<file path="src/rtl/frame_buffer_manager.sv">
// N-buffer swap controller between a frame producer and the VGA scan-out.
// Tracks buffer ownership, grants free back buffers, and swaps the displayed buffer.
module frame_buffer_manager #(
    parameter int NUM_BUFFERS = 3,
    parameter int IDX_W       = $clog2(NUM_BUFFERS),
    parameter int CNT_W       = 16,
    parameter int SWAP_MODE   = 0
) (
    input  logic             clk,
    input  logic             rst,
    input  logic             refresh,
    input  logic             draw_req,
    input  logic             draw_done,
    output logic             draw_grant,
    output logic [IDX_W-1:0] draw_idx,
    output logic [IDX_W-1:0] display_idx,
    output logic             swap_pulse,
    output logic             ready_valid,
    output logic [CNT_W-1:0] dropped_count,
    output logic [CNT_W-1:0] repeat_count
);

    typedef enum logic {S_IDLE, S_DRAWING} state_e;

    state_e           state_q, state_d;
    logic [IDX_W-1:0] display_q, display_d;
    logic [IDX_W-1:0] ready_q, ready_d;
    logic [IDX_W-1:0] draw_idx_q, draw_idx_d;
    logic             ready_valid_q, ready_valid_d;
    logic             swap_evt_q, swap_evt_d;
    logic             swap_pulse_q, swap_pulse_d;
    logic             done_seen_q, done_seen_d;
    logic [CNT_W-1:0] dropped_q, dropped_d;
    logic [CNT_W-1:0] repeat_q, repeat_d;
    logic [IDX_W-1:0] free_idx;
    logic             free_found;
    logic             done_ev;

    function automatic logic [CNT_W-1:0] sat_inc(input logic [CNT_W-1:0] v);
        return (&v) ? v : v + 1'b1;
    endfunction

    // Descending scan so the lowest eligible index wins.
    always_comb begin
        free_found = 1'b0;
        free_idx   = '0;
        for (int i = NUM_BUFFERS - 1; i >= 0; i--) begin
            if (IDX_W'(i) != display_q &&
                !(ready_valid_q && IDX_W'(i) == ready_q) &&
                !(draw_grant && IDX_W'(i) == draw_idx_q)) begin
                free_found = 1'b1;
                free_idx   = IDX_W'(i);
            end
        end
    end

    always_ff @(posedge clk) begin
        if (rst) state_q <= S_IDLE;
        else     state_q <= state_d;
    end

    always_comb begin
        state_d = state_q;
        case (state_q)
            S_IDLE:    if (draw_req && free_found) state_d = S_DRAWING;
            S_DRAWING: if (draw_done)              state_d = S_IDLE;
            default:                               state_d = S_IDLE;
        endcase
    end

    always_comb begin
        draw_grant = (state_q == S_DRAWING);
        done_ev    = draw_grant && draw_done;
    end

    always_comb begin
        display_d     = display_q;
        ready_d       = ready_q;
        ready_valid_d = ready_valid_q;
        draw_idx_d    = draw_idx_q;
        dropped_d     = dropped_q;
        repeat_d      = repeat_q;
        done_seen_d   = done_seen_q;
        swap_evt_d    = 1'b0;
        swap_pulse_d  = swap_evt_q;

        if (state_q == S_IDLE && draw_req && free_found)
            draw_idx_d = free_idx;

        if (SWAP_MODE == 0) begin
            // Swap decisions use the ready state from before this cycle's draw_done.
            if (refresh) begin
                if (ready_valid_q) begin
                    display_d     = ready_q;
                    ready_valid_d = 1'b0;
                    swap_evt_d    = 1'b1;
                end else begin
                    repeat_d = sat_inc(repeat_q);
                end
            end
            if (done_ev) begin
                if (ready_valid_q && !refresh)
                    dropped_d = sat_inc(dropped_q);
                ready_d       = draw_idx_q;
                ready_valid_d = 1'b1;
            end
        end else begin
            if (done_ev) begin
                display_d   = draw_idx_q;
                swap_evt_d  = 1'b1;
                done_seen_d = 1'b1;
            end
            if (refresh) begin
                if (!done_seen_q && !done_ev)
                    repeat_d = sat_inc(repeat_q);
                done_seen_d = 1'b0;
            end
        end
    end

    always_ff @(posedge clk) begin
        if (rst) begin
            display_q     <= '0;
            ready_q       <= '0;
            ready_valid_q <= 1'b0;
            draw_idx_q    <= '0;
            dropped_q     <= '0;
            repeat_q      <= '0;
            done_seen_q   <= 1'b0;
            swap_evt_q    <= 1'b0;
            swap_pulse_q  <= 1'b0;
        end else begin
            display_q     <= display_d;
            ready_q       <= ready_d;
            ready_valid_q <= ready_valid_d;
            draw_idx_q    <= draw_idx_d;
            dropped_q     <= dropped_d;
            repeat_q      <= repeat_d;
            done_seen_q   <= done_seen_d;
            swap_evt_q    <= swap_evt_d;
            swap_pulse_q  <= swap_pulse_d;
        end
    end

    assign draw_idx      = draw_idx_q;
    assign display_idx   = display_q;
    assign swap_pulse    = swap_pulse_q;
    assign ready_valid   = ready_valid_q;
    assign dropped_count = dropped_q;
    assign repeat_count  = repeat_q;

endmodule

</file>
<file path="config.mk">
export PLATFORM = sky130hd
export DESIGN_NAME = frame_buffer_manager
export DESIGN_NICKNAME = d
export VERILOG_FILES = /design/src/rtl/frame_buffer_manager.sv
export SDC_FILE = /design/constraint.sdc
export NUM_CORES = 1
export LEC_CHECK = 0
export ABC_AREA = 1
export CAP_MARGIN = 10
export CORE_MARGIN = 2
export CORE_UTILIZATION = 50
export DETAILED_ROUTE_END_ITERATION = 8
export PLACE_DENSITY = 0.89
export SLEW_MARGIN = 20
export SYNTH_ARGS = -nofsm -noshare
export SYNTH_HDL_FRONTEND = slang
export SYNTH_SLANG_ARGS = --single-unit
</file>
<file path="constraint.sdc">
create_clock -name clk -period 1.9 [get_ports clk]
set_input_delay 0.38 -clock clk [delete_from_list [all_inputs] [get_ports clk]]
set_output_delay 0.38 -clock clk [all_outputs]
set_load 0.02 [all_outputs]
</file>
* Word-level counts from Yosys, hierarchy flattened *
Cells that the tools add are included.

word-level totals
  register bits after elaboration = 42
  word-level logic and storage cells = 68
  bits of input ports = 5
  output and inout bits = 39

operators by class
  bitwise gates (word level) = 5
  mux-type cells = 12
  add/sub/neg operators = 2
  eq/ne operators = 6
  reduce and logical (&&, ||, !) cells = 34

operator list
  cell                   number
  $add 16x1->16 const B  2
  $reduce_and 16->1      2
  $logic_and 1x1->1      17
  $mux 1                 8
  $logic_not 1->1        7
  $mux 2                 3
  $reduce_and 3->1       2
  $not 1->1              5
  $eq 1x2->1 const A     2
  $eq 2x2->1 const A     2
  $logic_not 2->1        2
  $reduce_bool 2->1      2
  $ne 1x2->1 const A     1
  $ne 2x2->1 const A     1
  $pmux 1 s2             1
  $reduce_and 2->1       1
  $reduce_or 2->1        1

* Logic depth before layout (Yosys ltp) *
  depth in word-level cells = 11
  depth in mapped cells = 11
  depth with buffers taken out = 10

* Worst setup path before layout *
OpenSTA, ideal clock, no wires.

  path kind = register to register
  from = register repeat_q[0] (netlist: repeat_count[0])
  to = register repeat_q[13] (netlist: repeat_count[13])
  path slack = 0.292 ns
  clock period less this slack = 1.608 ns
  stages on the path, launching flop included = 10
  setup time = 0.115 ns
  arrival = 1.492 ns
  cell sequence = dfxtp_1 ha_1 nand2_1 nor2_1 nand2_1 nor2_1 nor2_1 buf_2 a21oi_1 nor2_1

on the way
  word-level cells in the longest chain between the ends = 3
  elaborated cells on any way between the ends = 4
  those cells by class = add/sub: 1; bitwise: 1; reduce/logical: 2

RTL lines
  what                                                   RTL line  source
  start: declaration                                     34        logic [CNT_W-1:0] repeat_q, repeat_d;
  start signal: assignment                               138       repeat_q <= repeat_d;
  branches (longest 3 deep; another with $add 16x1->16)  n/a

Several ways; the timed one is not identified.
A chain may end at the register's enable or synchronous reset.

* Final worst setup path *
  from = register repeat_q[12] (netlist: repeat_count[12])
  to = output port repeat_count[12]

RTL lines
  what              RTL line  source
  end: declaration  20        output logic [CNT_W-1:0] repeat_count

No word-level cell between the ends.

==> results.py <==
metrics = {
    "status": {
        "run_status": "finished, final reports clean",
    },
    "cts": {
        "clk_path_buf_depth": 2,
        "cts_resized": 1,
        "h-tree-depth": 2,
        "postCtsSetupRepairBufs": 0,
        "clk_pin_slew_ns": 0.08,
        "ctsHoldBuffers": 0,
        "clkSinkCount": 42,
        "tritoncts": "done",
        "cts_root_buf": "clkbuf_8",
        "numCtsBuffers": 5,
        "insertion_delay_ns": 0.30,
    },
    "critical_path": {
        "worstSetupPathType": "flip-flop to output port",
        "cp_slowest_stage_delay_ns": 0.61,
        "crit_path_end_kind": "output port",
        "start_kind": "flip-flop",
        "cp_slowest_cell": "clkdlybuf4s50_1",
        "cp_max_fo": 5,
        "ff2ff_setup_slack_ns": 0.28,
        "reg2reg_depth": 11,
        "required_ns": 1.52,
        "crit_buf_inv": 2,
        "crit_chain": "buf_4 > clkdlybuf4s50_1",
        "critPathArrivalTime_ns": 1.39,
        "critPathTopFamily": "buffers and inverters",
        "crit_cells": 2,
        "worst_r2r_startpoint": "dropped_count[0]",
        "worstReg2RegEnd": "dropped_count[1]",
    },
    "grt": {
        "grt_max_degree": 37,
        "grt_usage_pct": 23.1,
        "top_usage_layer": "met2",
        "antenna_found_initial": 0,
        "grtUsageMet3_pct": 4.08,
        "use_met2_pct": 40.7,
        "grt_pass1_wl_um": 9670,
        "grt_pass1_vias": 2335,
        "grt_use_met1_pct": 28.2,
        "overflow": 0,
    },
    "sta": {
        "period_needed_ns": 1.77,
        "tightestPinTransition_ns": 0.425,
        "whs_ns": 0.405,
        "clock.fmax_mhz": 564,
        "finalHoldViolations": 0,
        "relSlewSlack_pct": 71.6,
        "grt_setup_unrepaired": "false",
        "final-setup-viol-count": 0,
        "drv_slew": 0,
        "layout_worst_path_cycle_share_pct": 93.3,
        "fin_setup_tns_ns": 0,
        "finClkSkew_ns": 0.00810,
    },
    "detailed_routing": {
        "drt_iter0_markers": 180,
        "wl_per_cell_um": 11.4,
        "vias": 2521,
        "wl_um": 5640,
        "via_per_inst": 5.07,
        "drcViolationCount": 0,
        "final_antenna_net_count": 0,
        "drt-pass1-iter-count": 4,
    },
    "yosys": {
        "synth_edf_count": 0,
        "syn_inst": 382,
        "yosys-top-cells-area": "dfxtp_1 37%, nand2_1 17%, nor2_1 13%",
        "avgSynthCellArea_um2": 5.99,
        "async_reset_ff_share_pct": 0,
        "ys_warn_count": 0,
        "syn-cell-area_mm2": 0.00229,
        "synthTopCellsByCount": "104 x nand2_1, 78 x nor2_1, 46 x nand3_1",
        "syn_nets": 389,
        "post-synth-top-count-cell": "nand2_1",
        "synth_top_cell_area_share_pct": 36.7,
        "synthFlopType": "dfxtp_1",
        "yosysTopAreaCell": "dfxtp_1",
        "synthDistinctLibCells": 21,
        "synth_seq_cells": 42,
        "yosysSeqAreaShare_pct": 36.7,
    },
    "floorplan": {
        "ios": 44,
        "die_height_um": 71.7,
        "core_mm2": 0.00438,
        "rows": 24,
        "start_util_pct": 52.2,
        "die_width_um": 71.7,
        "fp.dieArea_mm2": 0.00513,
    },
    "worst_hold_path": {
        "whs_path_depth": 2,
        "min_from": "swap_evt_q",
        "hold_end": "swap_pulse",
        "worstHoldPathType": "flip-flop to flip-flop",
    },
    "finish": {
        "num_antenna_cells": 0,
        "utilization_pct": 68.6,
        "nets": 451,
        "regArea_um2": 842,
        "drive_gt1_share_pct": 8.99,
        "n_fill_cell": 377,
        "instances_no_fill": 497,
        "syn2layout_area_growth_pct": 31.3,
        "multiInputGateArea_mm2": 0.00119,
    },
    "place": {
        "dp.cells": 489,
        "gp_congestion": 0.845,
        "dp_hpwl_um": 3990,
        "io_buffers": 43,
    },
    "power_and_ir_drop": {
        "finalPower_mw": 1.82,
        "p_per_area_mw_per_mm2": 607,
        "leakage_nw": 1.23,
        "ir_worst_vdd_mv": 0.415,
    },
    "job": {
        "cap_viol_max_count": 0,
    },
}
-- worst reg2reg max path: cells and delay by family, from the launching register on --
family / cells / cell delay [ns]
adder cells (fa/ha/maj): 1 / 0.19
buffers and inverters: 3 / 0.27
flip-flops: 1 / 0.42
AND/OR/NAND/NOR: 7 / 0.65
-- per-layer routing --
metal / vias to the layer above / share of wire [%]
li1: 1301 / -
met1: 1139 / 45
met2: 73 / 48
met3: 8 / 5.7
met4: 0 / 0.97
met5: - / 0
-- through the flow --
stage / instance area [um2] / setup slack, ns
detailed placement: 2890 / -0.208
global placement: 2890 / -0.101
global route: 3010 / 0.0846
finish: 3010 / 0.128
CTS: 3000 / 0.0240
floorplan: 2290 / 0.292
-- cells in the final DEF (no fill, tap or decap), drive strengths merged --
cell type      count
buf               21
nand3             46
a21oi             23
or2                1
nor3               4
o21bai             1
clkbuf             5
ha                 2
inv               45
o21ai              7
bufinv             1
nand2            107
clkinv            14
nand4              2
clkdlybuf4s50     43
nor2              80
dfxtp             42
o221ai             1
-- how the worst max path moves through the flow --
stage	end	start
floorplan	repeat_count[13]	repeat_count[0]
global placement	repeat_count[5]	repeat_count[0]
detailed placement	repeat_count[8]	repeat_count[0]
CTS	ready_valid	ready_valid
global route	repeat_count[12]	repeat_count[12]
finish	repeat_count[12]	repeat_count[12]
-- area by class of cell --
cell class / instances / share of cell area, %
clock buffer: 5 / 2.29
clock inverter: 3 / 1.33
inverter: 57 / 7.12
multi-input combinational: 274 / 39.5
sequential: 42 / 28.0
tap: 52 / 2.16
timing repair buffer: 64 / 19.6
-- flip-flops by register name (all words and copies together), names as in the netlist --
| register | flops |
|---|---|
| ready_q | 2 |
| repeat_count | 16 |
| swap_pulse | 1 |
| dropped_count | 16 |
| display_idx | 2 |
| draw_grant | 1 |
| draw_idx | 2 |
| swap_evt_q | 1 |
| ready_valid | 1 |
-- power breakdown --
| part | switching (mW) | internal, mW |
|---|---|---|
| sequential | 0.0177 | 0.899 |
| clock | 0.320 | 0.387 |
| combinational | 0.115 | 0.0856 |
| total | 0.453 | 1.37 |
-- cell families after synthesis --
group	share of synthesized area [%]
AND/OR/NAND/NOR	43.2
adder cells (fa/ha/maj)	1.09
flip-flops	36.7
AO/OA/AOI/OAI	7.27
buffers and inverters	11.7
(Power assumes the default switching activity.)
